$ cat src/rtl/trigger_if.sv
// Signal bundle between the monitored-bus/config driver and trigger_unit.
// Build option TRIGGER_EDGE_EN adds the per-bit edge-select vector i_edge.
interface trigger_if #(
    parameter int DATA_WIDTH  = 8,
    parameter int COUNT_WIDTH = 8
);
    logic [DATA_WIDTH-1:0]  i_data;
    logic [DATA_WIDTH-1:0]  i_value;
    logic [DATA_WIDTH-1:0]  i_mask;
    logic [COUNT_WIDTH-1:0] i_count;
    logic                   i_arm;
    logic                   i_clear;
`ifdef TRIGGER_EDGE_EN
    logic [DATA_WIDTH-1:0]  i_edge;
`endif
    logic                   o_trigger;
    logic                   o_armed;
    logic [COUNT_WIDTH-1:0] o_match_count;

`ifdef TRIGGER_EDGE_EN
    modport master (
        output i_data, i_value, i_mask, i_count, i_arm, i_clear, i_edge,
        input  o_trigger, o_armed, o_match_count
    );
    modport slave (
        input  i_data, i_value, i_mask, i_count, i_arm, i_clear, i_edge,
        output o_trigger, o_armed, o_match_count
    );
`else
    modport master (
        output i_data, i_value, i_mask, i_count, i_arm, i_clear,
        input  o_trigger, o_armed, o_match_count
    );
    modport slave (
        input  i_data, i_value, i_mask, i_count, i_arm, i_clear,
        output o_trigger, o_armed, o_match_count
    );
`endif
endinterface

$ cat src/rtl/trigger_unit.sv
// Masked-match occurrence counter driving the logic analyzer trigger; no backpressure, 3-cycle i_data->o_trigger latency.
// Build option TRIGGER_EDGE_EN adds per-bit transition qualification selected by i_edge.
module trigger_unit #(
    parameter int DATA_WIDTH  = 8,
    parameter int COUNT_WIDTH = 8
) (
    input  logic     clk,
    input  logic     reset,
    trigger_if.slave bus
);
    typedef enum logic [1:0] {
        IDLE  = 2'd0,
        ARMED = 2'd1,
        FIRED = 2'd2
    } state_t;

    state_t                 state_q;
    state_t                 state_d;
    logic [DATA_WIDTH-1:0]  value_s;
    logic [DATA_WIDTH-1:0]  mask_s;
    logic [COUNT_WIDTH-1:0] count_s;
    logic [DATA_WIDTH-1:0]  d_q;
    logic                   match_d;
    logic                   match_q;
    logic [COUNT_WIDTH-1:0] match_cnt_q;
    logic [COUNT_WIDTH-1:0] match_cnt_inc;
    logic                   count_hit;

    always_ff @(posedge clk) begin
        if (reset) begin
            value_s <= '0;
            mask_s  <= '0;
            count_s <= COUNT_WIDTH'(1);
        end else if (bus.i_arm) begin
            value_s <= bus.i_value;
            mask_s  <= bus.i_mask;
            count_s <= (bus.i_count == '0) ? COUNT_WIDTH'(1) : bus.i_count;
        end
    end

`ifdef TRIGGER_EDGE_EN
    logic [DATA_WIDTH-1:0] edge_s;
    logic [DATA_WIDTH-1:0] d_prev;

    always_ff @(posedge clk) begin
        if (reset) begin
            edge_s <= '0;
            d_prev <= '0;
        end else begin
            d_prev <= d_q;
            if (bus.i_arm) begin
                edge_s <= bus.i_edge;
            end
        end
    end

    // Edge bits additionally fail when the previous sample already held the value.
    assign match_d = ~|(((d_q ^ value_s) & mask_s) |
                        (edge_s & mask_s & ~(d_prev ^ value_s)));
`else
    assign match_d = ~|((d_q ^ value_s) & mask_s);
`endif

    // A compare registered on the arm cycle used the outgoing config; drop it so it never counts.
    always_ff @(posedge clk) begin
        if (reset) begin
            d_q     <= '0;
            match_q <= 1'b0;
        end else begin
            d_q     <= bus.i_data;
            match_q <= match_d & ~bus.i_arm;
        end
    end

    assign match_cnt_inc = match_cnt_q + COUNT_WIDTH'(1);
    assign count_hit     = (state_q == ARMED) && match_q;

    always_ff @(posedge clk) begin
        if (reset) begin
            match_cnt_q <= '0;
        end else if (bus.i_clear || bus.i_arm) begin
            match_cnt_q <= '0;
        end else if (count_hit) begin
            match_cnt_q <= match_cnt_inc;
        end
    end

    always_ff @(posedge clk) begin
        if (reset) begin
            state_q <= IDLE;
        end else begin
            state_q <= state_d;
        end
    end

    always_comb begin
        state_d = state_q;
        if (bus.i_clear) begin
            state_d = IDLE;
        end else if (bus.i_arm) begin
            state_d = ARMED;
        end else if (count_hit && (match_cnt_inc == count_s)) begin
            state_d = FIRED;
        end
    end

    always_comb begin
        bus.o_trigger = 1'b0;
        bus.o_armed   = 1'b0;
        case (state_q)
            ARMED:   bus.o_armed   = 1'b1;
            FIRED:   bus.o_trigger = 1'b1;
            default: ;
        endcase
    end

    assign bus.o_match_count = match_cnt_q;
endmodule
$ cat src/flat_wrapper.sv
// flat-port wrapper written by rule: the top's interface ports become plain ports
module trigger_unit_flat 
#(
    parameter int DATA_WIDTH  = 8,
    parameter int COUNT_WIDTH = 8
)
  (clk, reset, bus_i_data, bus_i_value, bus_i_mask, bus_i_count, bus_i_arm, bus_i_clear, bus_o_trigger, bus_o_armed, bus_o_match_count);
  trigger_if #(.DATA_WIDTH(DATA_WIDTH), .COUNT_WIDTH(COUNT_WIDTH)) bus_i ();
  input  logic clk;
  input  logic reset;
  input wire logic [$bits(bus_i.i_data)-1:0] bus_i_data;
  input wire logic [$bits(bus_i.i_value)-1:0] bus_i_value;
  input wire logic [$bits(bus_i.i_mask)-1:0] bus_i_mask;
  input wire logic [$bits(bus_i.i_count)-1:0] bus_i_count;
  input wire logic [$bits(bus_i.i_arm)-1:0] bus_i_arm;
  input wire logic [$bits(bus_i.i_clear)-1:0] bus_i_clear;
  output wire logic [$bits(bus_i.o_trigger)-1:0] bus_o_trigger;
  output wire logic [$bits(bus_i.o_armed)-1:0] bus_o_armed;
  output wire logic [$bits(bus_i.o_match_count)-1:0] bus_o_match_count;
  assign bus_i.i_data = bus_i_data;
  assign bus_i.i_value = bus_i_value;
  assign bus_i.i_mask = bus_i_mask;
  assign bus_i.i_count = bus_i_count;
  assign bus_i.i_arm = bus_i_arm;
  assign bus_i.i_clear = bus_i_clear;
  assign bus_o_trigger = bus_i.o_trigger;
  assign bus_o_armed = bus_i.o_armed;
  assign bus_o_match_count = bus_i.o_match_count;
  trigger_unit #(.DATA_WIDTH(DATA_WIDTH), .COUNT_WIDTH(COUNT_WIDTH)) u_core (.clk(clk), .reset(reset), .bus(bus_i));
endmodule
$ cat config.mk
export PLATFORM = sky130hd
export DESIGN_NAME = trigger_unit_flat
export DESIGN_NICKNAME = d
export VERILOG_FILES = /design/src/rtl/trigger_if.sv /design/src/rtl/trigger_unit.sv /design/src/flat_wrapper.sv
export SDC_FILE = /design/constraint.sdc
export NUM_CORES = 1
export LEC_CHECK = 0
export CORE_MARGIN = 5
export CORE_UTILIZATION = 46
export DETAILED_ROUTE_END_ITERATION = 10
export PLACE_DENSITY_LB_ADDON = 0.2
export SETUP_SLACK_MARGIN = 0.02
export SLEW_MARGIN = 20
export SYNTH_ARGS = -nofsm -noshare
export SYNTH_HDL_FRONTEND = slang
export SYNTH_SLANG_ARGS = --single-unit
$ cat constraint.sdc
create_clock -name clk -period 2.8 [get_ports clk]
set_input_delay 0.84 -clock clk [delete_from_list [all_inputs] [get_ports clk]]
set_output_delay 0.84 -clock clk [all_outputs]
set_load 0.01 [all_outputs]
**Word level (Yosys, flattened, before mapping)**

Cells that the tools add are included.

- Bits in registers: 43
- Bits of input ports: 36
- Output and inout bits: 10

- Eq/ne operators: 3
- $add $sub $neg: 1
- Bitwise operators: 4
- Reduce and logical (&&, ||, !) cells: 10
- Muxes and demuxes: 5

Operators by type and width:

| cell | number |
|---|---|
| 8-bit by 1-bit adder with 8-bit output, second input constant | 1 |
| 8-bit bitwise AND | 1 |
| 8-bit equality test | 1 |
| 8-bit logical NOT | 1 |
| 8-bit 2-to-1 mux | 1 |
| 8-bit OR reduction | 1 |
| 8-bit XOR | 1 |
| 1-bit 2-to-1 mux | 4 |
| 2-bit OR reduction | 2 |
| 3-bit OR reduction | 1 |
| 2-bit by 1-bit equality test with 1-bit output, second input constant | 1 |
| 2-bit equality test, second input constant | 1 |
| 1-bit logical AND | 2 |
| 2-bit nonzero test | 1 |
| 1-bit bitwise AND | 1 |
| 1-bit logical NOT | 1 |
| 1-bit logical OR | 1 |
| 1-bit inverter | 1 |

**Depth between registers and ports, before layout**

- Word-level depth: 5
- Mapped depth: 6
- Gate-level depth less buffers: 6

**Least setup slack after synthesis**

Ideal clock, no wire load.

- Path type: register -> register
- From: register u_core.match_cnt_q[0], in the netlist u_core.bus.o_match_count[0]
- To: register u_core.state_q[0]
- Stages on the path, launching flop included: 7
- Arrival time: 1.602 ns
- Period minus slack after synthesis: 1.721 ns
- Setup time: 0.119 ns
- Required time: 2.681 ns
- Path buffers: 0
- Setup slack: 1.079 ns
- Cells stage by stage: dfxtp_1 -> ha_1 -> nand3_1 -> xnor2_1 -> nor4_2 -> nand3b_1 -> o221a_1

- Longest elaborated chain between the ends: 4

RTL lines:

| item | RTL line | RTL |
|---|---|---|
| start, declared | trigger_unit.sv:25 | `logic [COUNT_WIDTH-1:0] match_cnt_q;` |
| start signal, assigned | trigger_unit.sv:84 | `match_cnt_q <= match_cnt_inc;` |
| 8-bit by 1-bit adder with 8-bit output | trigger_unit.sv:75 | `assign match_cnt_inc = match_cnt_q + COUNT_WIDTH'(1);` |
| 8-bit equality test | trigger_unit.sv:102 | `end else if (count_hit && (match_cnt_inc == count_s)) begin` |
| 1-bit logical AND | trigger_unit.sv:102 |  |
| 2-bit nonzero test (no line) | - |  |
| end signal, assigned | trigger_unit.sv:92 | `state_q <= state_d;` |
| end, declared | trigger_unit.sv:17 | `state_t state_q;` |

No other way between the ends.
A chain may end at the register's enable or synchronous reset.

**Final worst setup path**

- From: register u_core.state_q[0]
- To: output bus_o_armed

- Longest elaborated chain between the ends: 2

RTL lines:

| item | RTL line | RTL |
|---|---|---|
| 2-bit by 1-bit equality test with 1-bit output | trigger_unit.sv:110 | `case (state_q)` |
| 1-bit 2-to-1 mux | trigger_unit.sv:110 |  |
| end, declared | flat_wrapper.sv:18 | `output wire logic [$bits(bus_i.o_armed)-1:0] bus_o_armed;` |

No other way between the ends.

==> impl_metrics.csv <==
group,metric,value,unit
timing,finalSetupViolCount,0,
cts,tritoncts,"yes",
finish,layout.nets,270,
timing,fmax,443,MHz
setup_path,startpoint,"u_core.state_q[0]",
finish,insertedDiodeCount,0,
floorplanning,die_x,73.1,um
setup_path,cp-end-kind,"primary output",
global_route,grt_util_met1,16.9,%
logic_synthesis,synth_nets,224,
finish,fin_area,2450,um2
logic_synthesis,ys_top_cells_by_area,"dfxtp_1 47%, mux2i_1 13%, xor2_1 7.2%, nor2_1 6.3%, xnor2_1 5.3%",
setup_path,r2r_start,"u_core.bus.o_match_count[0]",
cts,post_cts_buffers,0,
setup_path,critPathKind,"flip-flop to primary output",
global_route,busiest_layer,"met2",
detailed_routing,drtPass1Iterations,4,
global_route,first_global_vias,1377,
global_route,met3_usage,3.86,%
setup_path,critical_path_required,1960,ps
floorplanning,dieHeight,73.1,um
cts,clock_latency,290,ps
cts,clkSlewWorstSetupHoldPaths,90,ps
global_route,met2_usage,23.9,%
timing,hold_viol_final,0,
logic_synthesis,netlist_area,1830,um2
cts,cts-root-buf,"clkbuf_8",
detailed_routing,vias_per_cell,4.87,
timing,tns,0,ps
setup_path,crit_chain,"nor2b_1 > clkdlybuf4s50_1",
logic_synthesis,ys_types,32,
logic_synthesis,async_reset_ff_share,0,%
placed_design,placed_cell_area,2330,um2
setup_path,r2r-end,"u_core.state_q[0]",
global_route,grt-ovfl-total,0,
setup_path,cp-start-kind,"flip-flop",
finish,stdcell_count,284,
floorplanning,design.core.area,3940,um2
power,p_leak,0.986,nW
setup_path,critPathSlowestCell,"clkdlybuf4s50_1",
detailed_routing,via_count,1383,
setup_path,reg2reg_depth,6,
logic_synthesis,synth-edff-count,0,
global_route,grt.total_usage,14.2,%
timing,worst_hold_slack,502,ps
placed_design,numPortBuffers,45,
outcome,status,"completed",
run,max_cap_viol_count,0,
min_path,min_path_cells,2,
power,irDropWorstVdd,0.290,mV
logic_synthesis,synth_most_common_cell,"dfxtp_1",
timing,timing.final.crit_share,80.7,%
logic_synthesis,yosys_warnings,0,
logic_synthesis,seq_area_frac_synth,47.0,%
floorplanning,pin_count,46,
power,power.density,528,nW/um2
placed_design,dp.cells,276,
finish,layout-drive-gt1-share,7.26,%
global_route,antenna_found_initial,0,
min_path,holdPathEnd,"u_core.mask_s[3]",
timing,rsz0062_at_grt,"false",
min_path,min-delay-start,"u_core.mask_s[3]",
logic_synthesis,synthFlopType,"dfxtp_1",
cts,clkSinkCount,43,
finish,area_growth,33.5,%
floorplanning,dieArea,5350,um2
logic_synthesis,netlist_instances,187,
timing,finalCriticalPeriod,2260,ps
detailed_routing,post_drt_wl_per_cell,12.1,um
setup_path,cp_slowest_stage_delay,560,ps
cts,cts_htree_levels,2,
logic_synthesis,ys_seq_elements,43,
floorplanning,rows,23,
global_route,grt_max_degree,36,
min_path,hold_path_class,"flip-flop to flip-flop",
timing,fin_skew,10.3,ps
timing,worstMarginPinSlew,335,ps
placed_design,dpl.hpwl,2.62,mm
setup_path,arrival,1420,ps
logic_synthesis,synth_top_cell_area_share,47.0,%
placed_design,place.gp.congestion,0.772,
detailed_routing,post-route-drc-count,0,
setup_path,worstPathMaxFanout,4,
floorplanning,start_util,46.5,%
logic_synthesis,synth_largest_area_cell,"dfxtp_1",
cts,cts-buffers-inserted,5,
cts,cts_resized,0,
timing,slew-limit-headroom,77.5,%
logic_synthesis,synth_commonest_cells,"43 x dfxtp_1, 31 x nor2_1, 23 x mux2i_1, 15 x xor2_1, 11 x xnor2_1",
detailed_routing,routed_wl,3.45,mm
setup_path,rrSetupSlack,900,ps
detailed_routing,drt_iter0_markers,35,
cts,cts_hold_buffers,0,
cts,cts_buffer_depth,2,
logic_synthesis,synth_area_per_cell,9.80,um2
detailed_routing,antenna_left,0,
timing,slew_violations,0,
global_route,grt_pass1_wl,5.91,mm
kinds of logic (layout without fill, tap and decap cells):
group	after synthesis	count (layout)	synth area share, %
muxes	24	24	13.4
DFF	43	43	47.0
adders and majority gates	1	1	0.682
and+or+nand+nor	71	71	19.7
xor gates and xnor gates	26	26	12.4
AOI/OAI and AO/OA	13	13	4.71
buffers and inverters	9	56	2.12
worst max-delay path, delay by kind of cell (launching register included):
family                 cells  cell delay, ps
and+or+nand+nor            1             190
DFF                        1             370
buffers and inverters      1             560
cells in the final DEF (no fill, tap or decap), drive strengths merged, types with 2 or more instances in the layout:
| cell | n |
|---|---|
| clkdlybuf4s50 | 45 |
| dfxtp | 43 |
| nor2 | 32 |
| mux2i | 23 |
| xor2 | 15 |
| xnor2 | 11 |
| nor2b | 10 |
| nand2 | 10 |
| clkbuf | 6 |
| a21oi | 5 |
| nand3 | 4 |
| nor3 | 3 |
| o21ai | 3 |
| buf | 3 |
| or3 | 3 |
| nand4 | 2 |
| nor4 | 2 |
worst max path at each step:
stage / to / slack (ps)
final: bus_o_armed / 540
after global routing: bus_o_armed / 470
after CTS: bus_o_armed / 520
after detailed placement: u_core.state_q[1] / 710
after global placement: u_core.count_s[0] / 730
after floorplan: u_core.state_q[0] / 1080
cell type report:
| cell class | count | area [um2] |
|---|---|---|
| clock buffer | 6 | 82.6 |
| timing repair buffer | 48 | 473 |
| clock inverter | 2 | 35.0 |
| sequential | 43 | 861 |
| tap | 50 | 62.6 |
| fill | 365 | 1500 |
| multi-input combinational | 135 | 933 |
sequential cells by signal (all words and copies together) (netlist names):
signal,flops
u_core.mask_s,8
u_core.bus.o_match_count,8
u_core.count_s,8
u_core.d_q,8
u_core.value_s,8
u_core.state_q,2
u_core.match_q,1
through the flow:
step           utilization [%]  total power, mW  setup slack, ps
2_1_floorplan                -            0.744             1080
3_3_place_gp              59.1            0.811              734
3_5_place_dp              59.1            0.812              705
4_1_cts                   62.1             1.31              520
5_1_grt                   62.1             1.35              474
6_report                  62.1             1.29              542
where the power goes:
part / internal [mW] / switching [mW] / total [mW]
Sequential: 0.640 / 0.0160 / 0.656
Clock: 0.289 / 0.207 / 0.496
Combinational: 0.0880 / 0.0523 / 0.140
layer usage:
| layer | vias up | part of all wire, % |
|---|---|---|
| met4 | 0 | 1.0 |
| met3 | 4 | 6.1 |
| met2 | 34 | 48 |
| met5 | - | 0 |
| met1 | 630 | 44 |
| li1 | 715 | - |
(Power assumes the default switching activity.)
